### config.mk
export PLATFORM = sky130hd
export DESIGN_NAME = digit_pulse_reader
export DESIGN_NICKNAME = d
export VERILOG_FILES = /design/src/rtl/digit_pulse_reader.sv
export SDC_FILE = /design/constraint.sdc
export NUM_CORES = 1
export LEC_CHECK = 0
export ABC_AREA = 1
export BUFFER_PORTS_ARGS = -buffer_cell sky130_fd_sc_hd__buf_2
export CAP_MARGIN = 10
export CORE_ASPECT_RATIO = 0.9
export CORE_UTILIZATION = 50
export CTS_BUF_LIST = sky130_fd_sc_hd__clkbuf_4 sky130_fd_sc_hd__clkbuf_8 sky130_fd_sc_hd__clkbuf_16
export DETAILED_ROUTE_END_ITERATION = 16
export PLACE_DENSITY_LB_ADDON = 0.05
export SLEW_MARGIN = 25
export SYNTH_ARGS = -nofsm -noshare
export SYNTH_HDL_FRONTEND = slang
export SYNTH_SLANG_ARGS = --single-unit
### constraint.sdc
create_clock -name clk -period 1.15 [get_ports clk]
set_input_delay 0.23 -clock clk [delete_from_list [all_inputs] [get_ports clk]]
set_output_delay 0.23 -clock clk [all_outputs]
set_load 0.05 [all_outputs]
### src/rtl/digit_pulse_reader.sv
// Qualifies an asynchronous optical-sensor line into single-cycle digit (D)
// and read-complete (C) pulses for the downstream sticker-length counter.
module digit_pulse_reader #(
  parameter int unsigned MIN_PULSE   = 2,
  parameter int unsigned MAX_PULSE   = 8,
  parameter int unsigned GAP_TIMEOUT = 16,
  parameter int unsigned CNT_W       = 5
) (
  input  logic clk,
  input  logic reset,
  input  logic enable,
  input  logic s_in,
  output logic D,
  output logic C,
  output logic err,
  output logic busy
);

  typedef enum logic [1:0] {
    IDLE = 2'd0,
    HIGH = 2'd1,
    GAP  = 2'd2
  } state_t;

  state_t           state;
  logic             s_meta;
  logic             s_sync;
  logic             s_dly;
  logic [1:0]       fill;
  logic             armed;
  logic [CNT_W-1:0] width;
  logic [CNT_W-1:0] gap;
  logic             digits_seen;

  logic rise;
  logic width_ok;
  logic gap_last;

  assign rise     = s_sync & ~s_dly;
  assign width_ok = (width >= CNT_W'(MIN_PULSE)) && (width <= CNT_W'(MAX_PULSE));
  assign gap_last = (gap == CNT_W'(GAP_TIMEOUT - 1));

  // Mealy decode: pulses fire in the same cycle as the qualifying line event.
  assign D    = (state == HIGH) && !s_sync && width_ok;
  assign err  = (state == HIGH) && !s_sync && !width_ok;
  assign C    = (state == GAP) && !s_sync && digits_seen && gap_last;
  assign busy = (state != IDLE);

  always_ff @(posedge clk or posedge reset) begin
    if (reset) begin
      state       <= IDLE;
      s_meta      <= 1'b0;
      s_sync      <= 1'b0;
      s_dly       <= 1'b0;
      fill        <= 2'b00;
      armed       <= 1'b0;
      width       <= '0;
      gap         <= '0;
      digits_seen <= 1'b0;
    end else begin
      s_meta <= s_in;
      s_sync <= s_meta;
      s_dly  <= s_sync;
      fill   <= {fill[0], 1'b1};
      // A mark already in progress when reset released is not a real rise;
      // only accept rises once the synchronized line has been seen low.
      if (fill[1] && !s_sync) begin
        armed <= 1'b1;
      end

      case (state)
        IDLE: begin
          if (rise && enable && armed) begin
            state <= HIGH;
            width <= CNT_W'(1);
          end
        end

        HIGH: begin
          if (s_sync) begin
            if (width != CNT_W'(MAX_PULSE + 1)) begin
              width <= width + CNT_W'(1);
            end
          end else begin
            width <= '0;
            if (width_ok) begin
              digits_seen <= 1'b1;
              state       <= GAP;
              gap         <= CNT_W'(1);
            end else if (digits_seen) begin
              state <= GAP;
              gap   <= CNT_W'(1);
            end else begin
              state <= IDLE;
            end
          end
        end

        GAP: begin
          if (s_sync) begin
            state <= HIGH;
            width <= CNT_W'(1);
            gap   <= '0;
          end else if (gap_last) begin
            state       <= IDLE;
            gap         <= '0;
            digits_seen <= 1'b0;
          end else begin
            gap <= gap + CNT_W'(1);
          end
        end

        default: begin
          state <= IDLE;
        end
      endcase
    end
  end

endmodule

==> summary.txt, run 1 <==
diodes inserted = 0
CTS tree = yes
Layout Skew = 0.00340 ns
WP data required = 0.92 ns
global routing usage on met2 = 0.480
placed instance area = 1410 um2
die area = 2310 um2
Mapped Area = 1060 um2
fillcell total = 99
DRC = 0
slack of the critical path = -0.611 ns
Cells after DPL = 194
post-synth cell types = 27
Reg2Reg Depth = 12
clock tree buffer depth = 2
vias in the first global route = 977
Die H = 45.7 um
unrepaired setup endpoints after global routing = true
CP peak stage delay = 0.41 ns
Crit path buffers/inverters = 2
Initial Utilization = 0.542
flop2flop setup slack = -0.45 ns
drt pass-1 iters = 4
clock root buffer = clkbuf_4
cell taking the most area after synthesis = dfrtp_1
hold crit path type = input port to flop
crit path kind = flop to primary output
layout cell share with drive strength beyond 1 = 0.600
met1 Use GR = 0.308
placed wire-length estimate = 1720 um
# clock sinks = 19
fmax = 0.568 GHz
Die Wd = 50.5 um
gp weighted congestion = 0.839
Crit Path Max Fanout = 2
P per Cell Area = 2100 nW/um2
Syn Nets = 140
hold path start = s_in
Core Area = 1950 um2
clk slew on worst S/H paths = 0.12 ns
Max-cap violations = 0
status = finished with violations
VDD IR max = 2.05 mV
Non-Filler Instances = 210
First DRT Iteration DRCs = 39
Syn. warnings = 0
final net count = 194
final hold slack = 0.0237 ns
Final Cycle Share = 1.53
CP Launch Type = flop
Hold Path Sink = s_meta$_DFF_PP0_
pre-CTS setup slack = -0.377 ns
Final Max Slew Viols = 0
Top Usage Layer GRT = met2
Worst R2R Start = width[0]$_DFFE_PP0P_
Skew-Pair Late Insertion Delay = 0.31 ns
H-tree levels = 1
top cell type's share of synthesized area = 0.449
worst path cell trace = ha_2 -> nand2_2 -> inv_2 -> nand2_2 -> nor2_4 -> nand2_2 -> nor2_4 -> buf_8
grt ovf = 0
IO Pins = 8
Slowest cell on crit path = dfrtp_1
initial antenna violation count = 0
worst setup path startpoint = gap[1]$_DFFE_PP0P_
DR vias = 1,124
row count = 15
#FFs+latches synth = 19
synth-to-layout area growth = 63.7%
failing checks = setup timing
Cells after Synth = 132
delay-heaviest family, CP = flip-flops
Leak = 0.866 nW
CP Capture Type = primary output
Wirelength per Cell = 15.1 um
Hold Path Depth = 1
GRT Total Usage = 0.262
syn_area_per_cell = 8.02 um2
FF-to-FF End = gap[3]$_DFFE_PP0P_
cell mode on critical path = nand2_2
TritonCTS buffer count = 3
Synth area leaders = dfrtp_1 (45%), nand2_1 (14%), nand3_1 (5.2%)
Fin. Hold Viols = 0
Finish-stage setup viols = 17
WP data arrival = 1.53 ns
final instance area = 1730 um2
pin count of the biggest net entering global routing = 20
first-pass GRT wire length = 4210 um
vias per cell = 5.35
Routed Antenna Nets = 0
total wire length = 3170 um
M3 GR Usage = 0.0700
Final Critical Period = 1.76 ns
sequential element share of the synthesized area = 0.449
port bufs = 7
Yosys cell counts, drive strengths merged:
cell and n:
or2 1, nor4 1, ha 4, xor2 1
nand3 12, clkbuf 1, nor3 2, nand4 4
dfrtp 19, a31o 1, nor2 16, nand2 43
o211ai 1, o21bai 2, a21o 1, conb 1
o21ai 4, inv 16, buf 2
registers in the layout, indices dropped and copies added (netlist names):
register,count
armed,1
gap,5
digits_seen,1
s_dly,1
s_sync,1
fill,2
state,2
width,5
s_meta,1
worst register-to-register path, delay by kind of cell, from the launching register on:
family	cells	cell delay (ns)
buf+inv	5	0.51
simple gates	6	0.43
fa+ha+maj	1	0.14
flops	1	0.43
area by class of cell:
class / instances / area, um2 / area share
timing repair buffer: 52 / 430 / 0.248
sequential: 19 / 477 / 0.275
tap: 25 / 31.3 / 0.0181
inverter: 16 / 66.3 / 0.0383
clock inverter: 1 / 7.51 / 0.00433
multi-input combinational: 94 / 698 / 0.403
clock buffer: 3 / 22.5 / 0.0130
logic make-up after synthesis:
family / synth area share
AND/OR/NAND/NOR: 0.339
buffers and inverters: 0.0827
flip-flops: 0.449
AO/OA/AOI/OAI: 0.0697
adder cells (fa/ha/maj): 0.0473
XOR/XNOR: 0.00828
other: 0.00354
routing by layer:
layer / up-vias / wire length (um)
met3: 14 / 139
met5: - / 0
met4: 0 / 121
met2: 44 / 1640
met1: 545 / 1270
li1: 521 / -
cell usage in the layout (no fill, tap or decap), types with 4 or more instances in the layout:
cell type  instances
nor2_1            10
nand2_2           14
buf_4             39
dfrtp_1           18
inv_1              7
nand2_1           25
buf_6              6
inv_2              7
nand4_1            4
nand3_2            7
metrics by stage:
| stage | TNS (ns) | utilization | total power [W] |
|---|---|---|---|
| 2_1_floorplan | -1.37 | - | 0.00192 |
| 3_3_place_gp | -3.16 | 0.722 | 0.00253 |
| 3_5_place_dp | -3.65 | 0.722 | 0.00258 |
| 4_1_cts | -5.31 | 0.806 | 0.00318 |
| 5_1_grt | -7.81 | 0.888 | 0.00382 |
| 6_report | -6.59 | 0.888 | 0.00363 |
where the power goes:
group          switching, W  internal, W  leakage [nW]
combinational       0.00128      0.00109         0.617
clock              0.000224     0.000133        0.0139
sequential         0.000112     0.000801         0.235
total               0.00161      0.00202         0.866
repair_timing:
action,CTS,global route
pin swaps,6,9
resized for setup,24,31
buffers inserted,6,5
endpoints found under the hold margin,19,0
setup endpoints to repair,17,17
hold buffers,1,0
worst max path at each step:
| stage | cells after the start | to |
|---|---|---|
| after floorplan | 7 | err |
| after global placement | 9 | D |
| after detailed placement | 9 | D |
| after CTS | 8 | C |
| after global routing | 8 | err |
| final | 8 | C |
Note: power is estimated with default switching activity, not from simulation.
==> run 2, diff against run 1 <==
--- a/config.mk
+++ b/config.mk
@@ -5,7 +5,7 @@
 export SDC_FILE = /design/constraint.sdc
 export NUM_CORES = 1
 export LEC_CHECK = 0
-export ABC_AREA = 1
+export ABC_AREA = 0
 export BUFFER_PORTS_ARGS = -buffer_cell sky130_fd_sc_hd__buf_2
 export CAP_MARGIN = 10
 export CORE_ASPECT_RATIO = 0.9
==> run 2 against run 1 <==
Effect of this change:
- the run still ends with setup timing left
- cell count down 20%
- utilization up 1.7 points
- register-to-register slack worse by 0.15 ns
- worst setup slack worse by 0.13 ns
- first-iteration DRC count down 46%
- critical path depth down 4
- sequential share of layout area up 3.4 points
- synthesized cell count down 31%
- non-clock buffer count down 3
- critical endpoint is now D
- largest cell class unchanged
- highest routed layer unchanged
==> summary.txt, run 2 <==
DRC = 0
fillcell total = 80
CP peak stage delay = 0.43 ns
layout cell share with drive strength beyond 1 = 0.545
hold crit path type = input port to flop
gp weighted congestion = 0.833
number of flops mapped to enable cells by yosys = 0
row count = 14
Finish-stage setup viols = 16
#FFs+latches synth = 19
pin count of the biggest net entering global routing = 20
Skew-Pair Late Insertion Delay = 0.30 ns
clock tree buffer depth = 2
top-count cell post-synth = dfrtp_1
sequential power share = 0.346
Top Usage Layer GRT = met2
CP Launch Type = flop
P per Cell Area = 1790 nW/um2
Mapped Area = 942 um2
Leak = 0.715 nW
Syn Nets = 99
fmax = 0.530 GHz
worst path cell trace = o31a_1 -> nor3_4 -> and2_4 -> buf_8
status = finished with violations
die area = 2060 um2
commonest non-fill, non-tap cell in the layout = buf_4
delay-heaviest family, CP = simple AND/OR/NAND/NOR gates
sequential element share of the synthesized area = 0.505
Final Critical Period = 1.89 ns
Logic pwr share = 0.531
Slowest cell on crit path = dfrtp_1
Core Area = 1720 um2
Initial Utilization = 0.549
IO Pins = 8
main flop type after synthesis = dfrtp_1
Die Wd = 47.8 um
Crit Path Max Fanout = 3
WP data required = 0.92 ns
vias per cell = 5.29
Cells after Synth = 91
Layout Skew = 0.00682 ns
port bufs = 7
grt ovf = 0
unrepaired setup endpoints after global routing = true
syn_area_per_cell = 10.4 um2
cell taking the most area after synthesis = dfrtp_1
commonest cells after routing, fill and taps aside = buf_4 (33), dfrtp_1 (16), buf_6 (9)
M3 GR Usage = 0.0426
post-synth cell types = 37
sw frac = 0.377
NetSw = 0.00105 W
Post-synth ARST share = 1.00
diodes inserted = 0
Setup TNS = -8.04 ns
P_int = 0.00174 W
VDD IR max = 1.34 mV
synth-to-layout area growth = 64.8%
global routing usage on met2 = 0.505
flop2flop setup slack = -0.60 ns
Hold Path Sink = s_meta$_DFF_PP0_
hold path start = s_in
TritonCTS buffer count = 3
Worst R2R Start = width[0]$_DFFE_PP0P_
clock root buffer = clkbuf_4
Reg2Reg Depth = 6
slack of the critical path = -0.737 ns
worst setup path startpoint = width[0]$_DFFE_PP0P_
GRT Total Usage = 0.302
Post-synth top cells = dfrtp_1 (19), nor2_1 (9), inv_1 (6)
Routed Antenna Nets = 0
met1 Use GR = 0.397
crit path kind = flop to primary output
top flop regs = gap: 5 flops, width: 5 flops
failing checks = setup timing
total wire length = 2720 um
vias in the first global route = 915
Die H = 43.2 um
Syn. warnings = 0
Clk pwr share = 0.123
Fin. Hold Viols = 0
top cell type's share of synthesized area = 0.505
CTS tree = yes
FF-to-FF End = gap[1]$_DFFE_PP0P_
final net count = 152
Wirelength per Cell = 16.3 um
final core utilization = 0.905
drt pass-1 iters = 4
Synth area leaders = dfrtp_1 (50%), ha_1 (5.3%), nor2_1 (3.6%)
# clock sinks = 19
DR vias = 884
Hold Path Depth = 1
initial antenna violation count = 0
clk slew on worst S/H paths = 0.11 ns
First DRT Iteration DRCs = 21
Max-cap violations = 0
H-tree levels = 1
WP data arrival = 1.66 ns
Final Cycle Share = 1.64
Crit path buffers/inverters = 1
CP Capture Type = primary output
Final Max Slew Viols = 0
first-pass GRT wire length = 4150 um
placed wire-length estimate = 1580 um
[run 2: cell types whose count changed after synthesis, sizes merged, moves of 3 or more]
cell / previous run / this run
inv: 16 / 7
nand2: 43 / 5
nand2b: 0 / 3
nand3: 12 / 4
nand4: 4 / 1
nor2: 16 / 9
[run 2: per-layer routing]
metal  wire (um)  up-vias
li1            -      427
met1        1250      436
met2        1360       19
met3          98        2
met4          18        0
met5           0        -
[run 2: timing repair]
action	CTS	global route
endpoints found under the setup margin	16	17
pin swaps	10	7
endpoints found under the hold margin	19	0
hold buffers	1	0
buffers inserted	8	5
resized for setup	19	16
[run 2: cell families after synthesis]
family                     share of synthesized area
and+or+nand+nor                                0.199
adders and majority gates                     0.0531
other                                        0.00398
DFF                                            0.505
muxes                                         0.0226
xor gates and xnor gates                     0.00930
buffers and inverters                         0.0359
AOI/OAI and AO/OA                              0.171
[run 2: power by group through the flow]
stage	combinational, W	clock [W]	sequential [W]
final	0.00148	0.000343	0.000963
after global routing	0.00158	0.000389	0.000980
after CTS	0.00132	0.000348	0.000929
after detailed placement	0.00114	0	0.000941
after global placement	0.00110	0	0.000924
after floorplan	0.000591	0	0.000954
[run 2: cell type report]
class	count	area, um2	share of cell area
clock buffers	3	22.5	0.0145
flip-flops and latches	19	479	0.309
repair buffers	49	419	0.270
inverters	7	28.8	0.0185
clock inverters	1	5.00	0.00322
multi-input cells	64	568	0.366
well taps	24	30.0	0.0193
[run 2: worst max path at each step]
stage,to,slack [ns],cells past startpoint
5_1_grt,D,-0.81,4
2_1_floorplan,err,-0.39,5
6_report,D,-0.74,4
3_3_place_gp,gap[0]$_DFFE_PP0P_,-0.43,6
3_5_place_dp,gap[0]$_DFFE_PP0P_,-0.48,6
4_1_cts,err,-0.71,6
[run 2: through the flow]
| step | worst slack (ns) | std cells | hold WS [ns] | area (um2) | total power, W |
|---|---|---|---|---|---|
| after floorplan | -0.390 | 91 | 0.181 | 1020 | 0.00154 |
| after global placement | -0.433 | 153 | 0.255 | 1320 | 0.00202 |
| after detailed placement | -0.478 | 153 | 0.271 | 1320 | 0.00208 |
| after CTS | -0.709 | 165 | 0.0337 | 1480 | 0.00260 |
| after global routing | -0.806 | 167 | 0.00961 | 1550 | 0.00295 |
| final | -0.737 | 167 | 0.0370 | 1550 | 0.00279 |
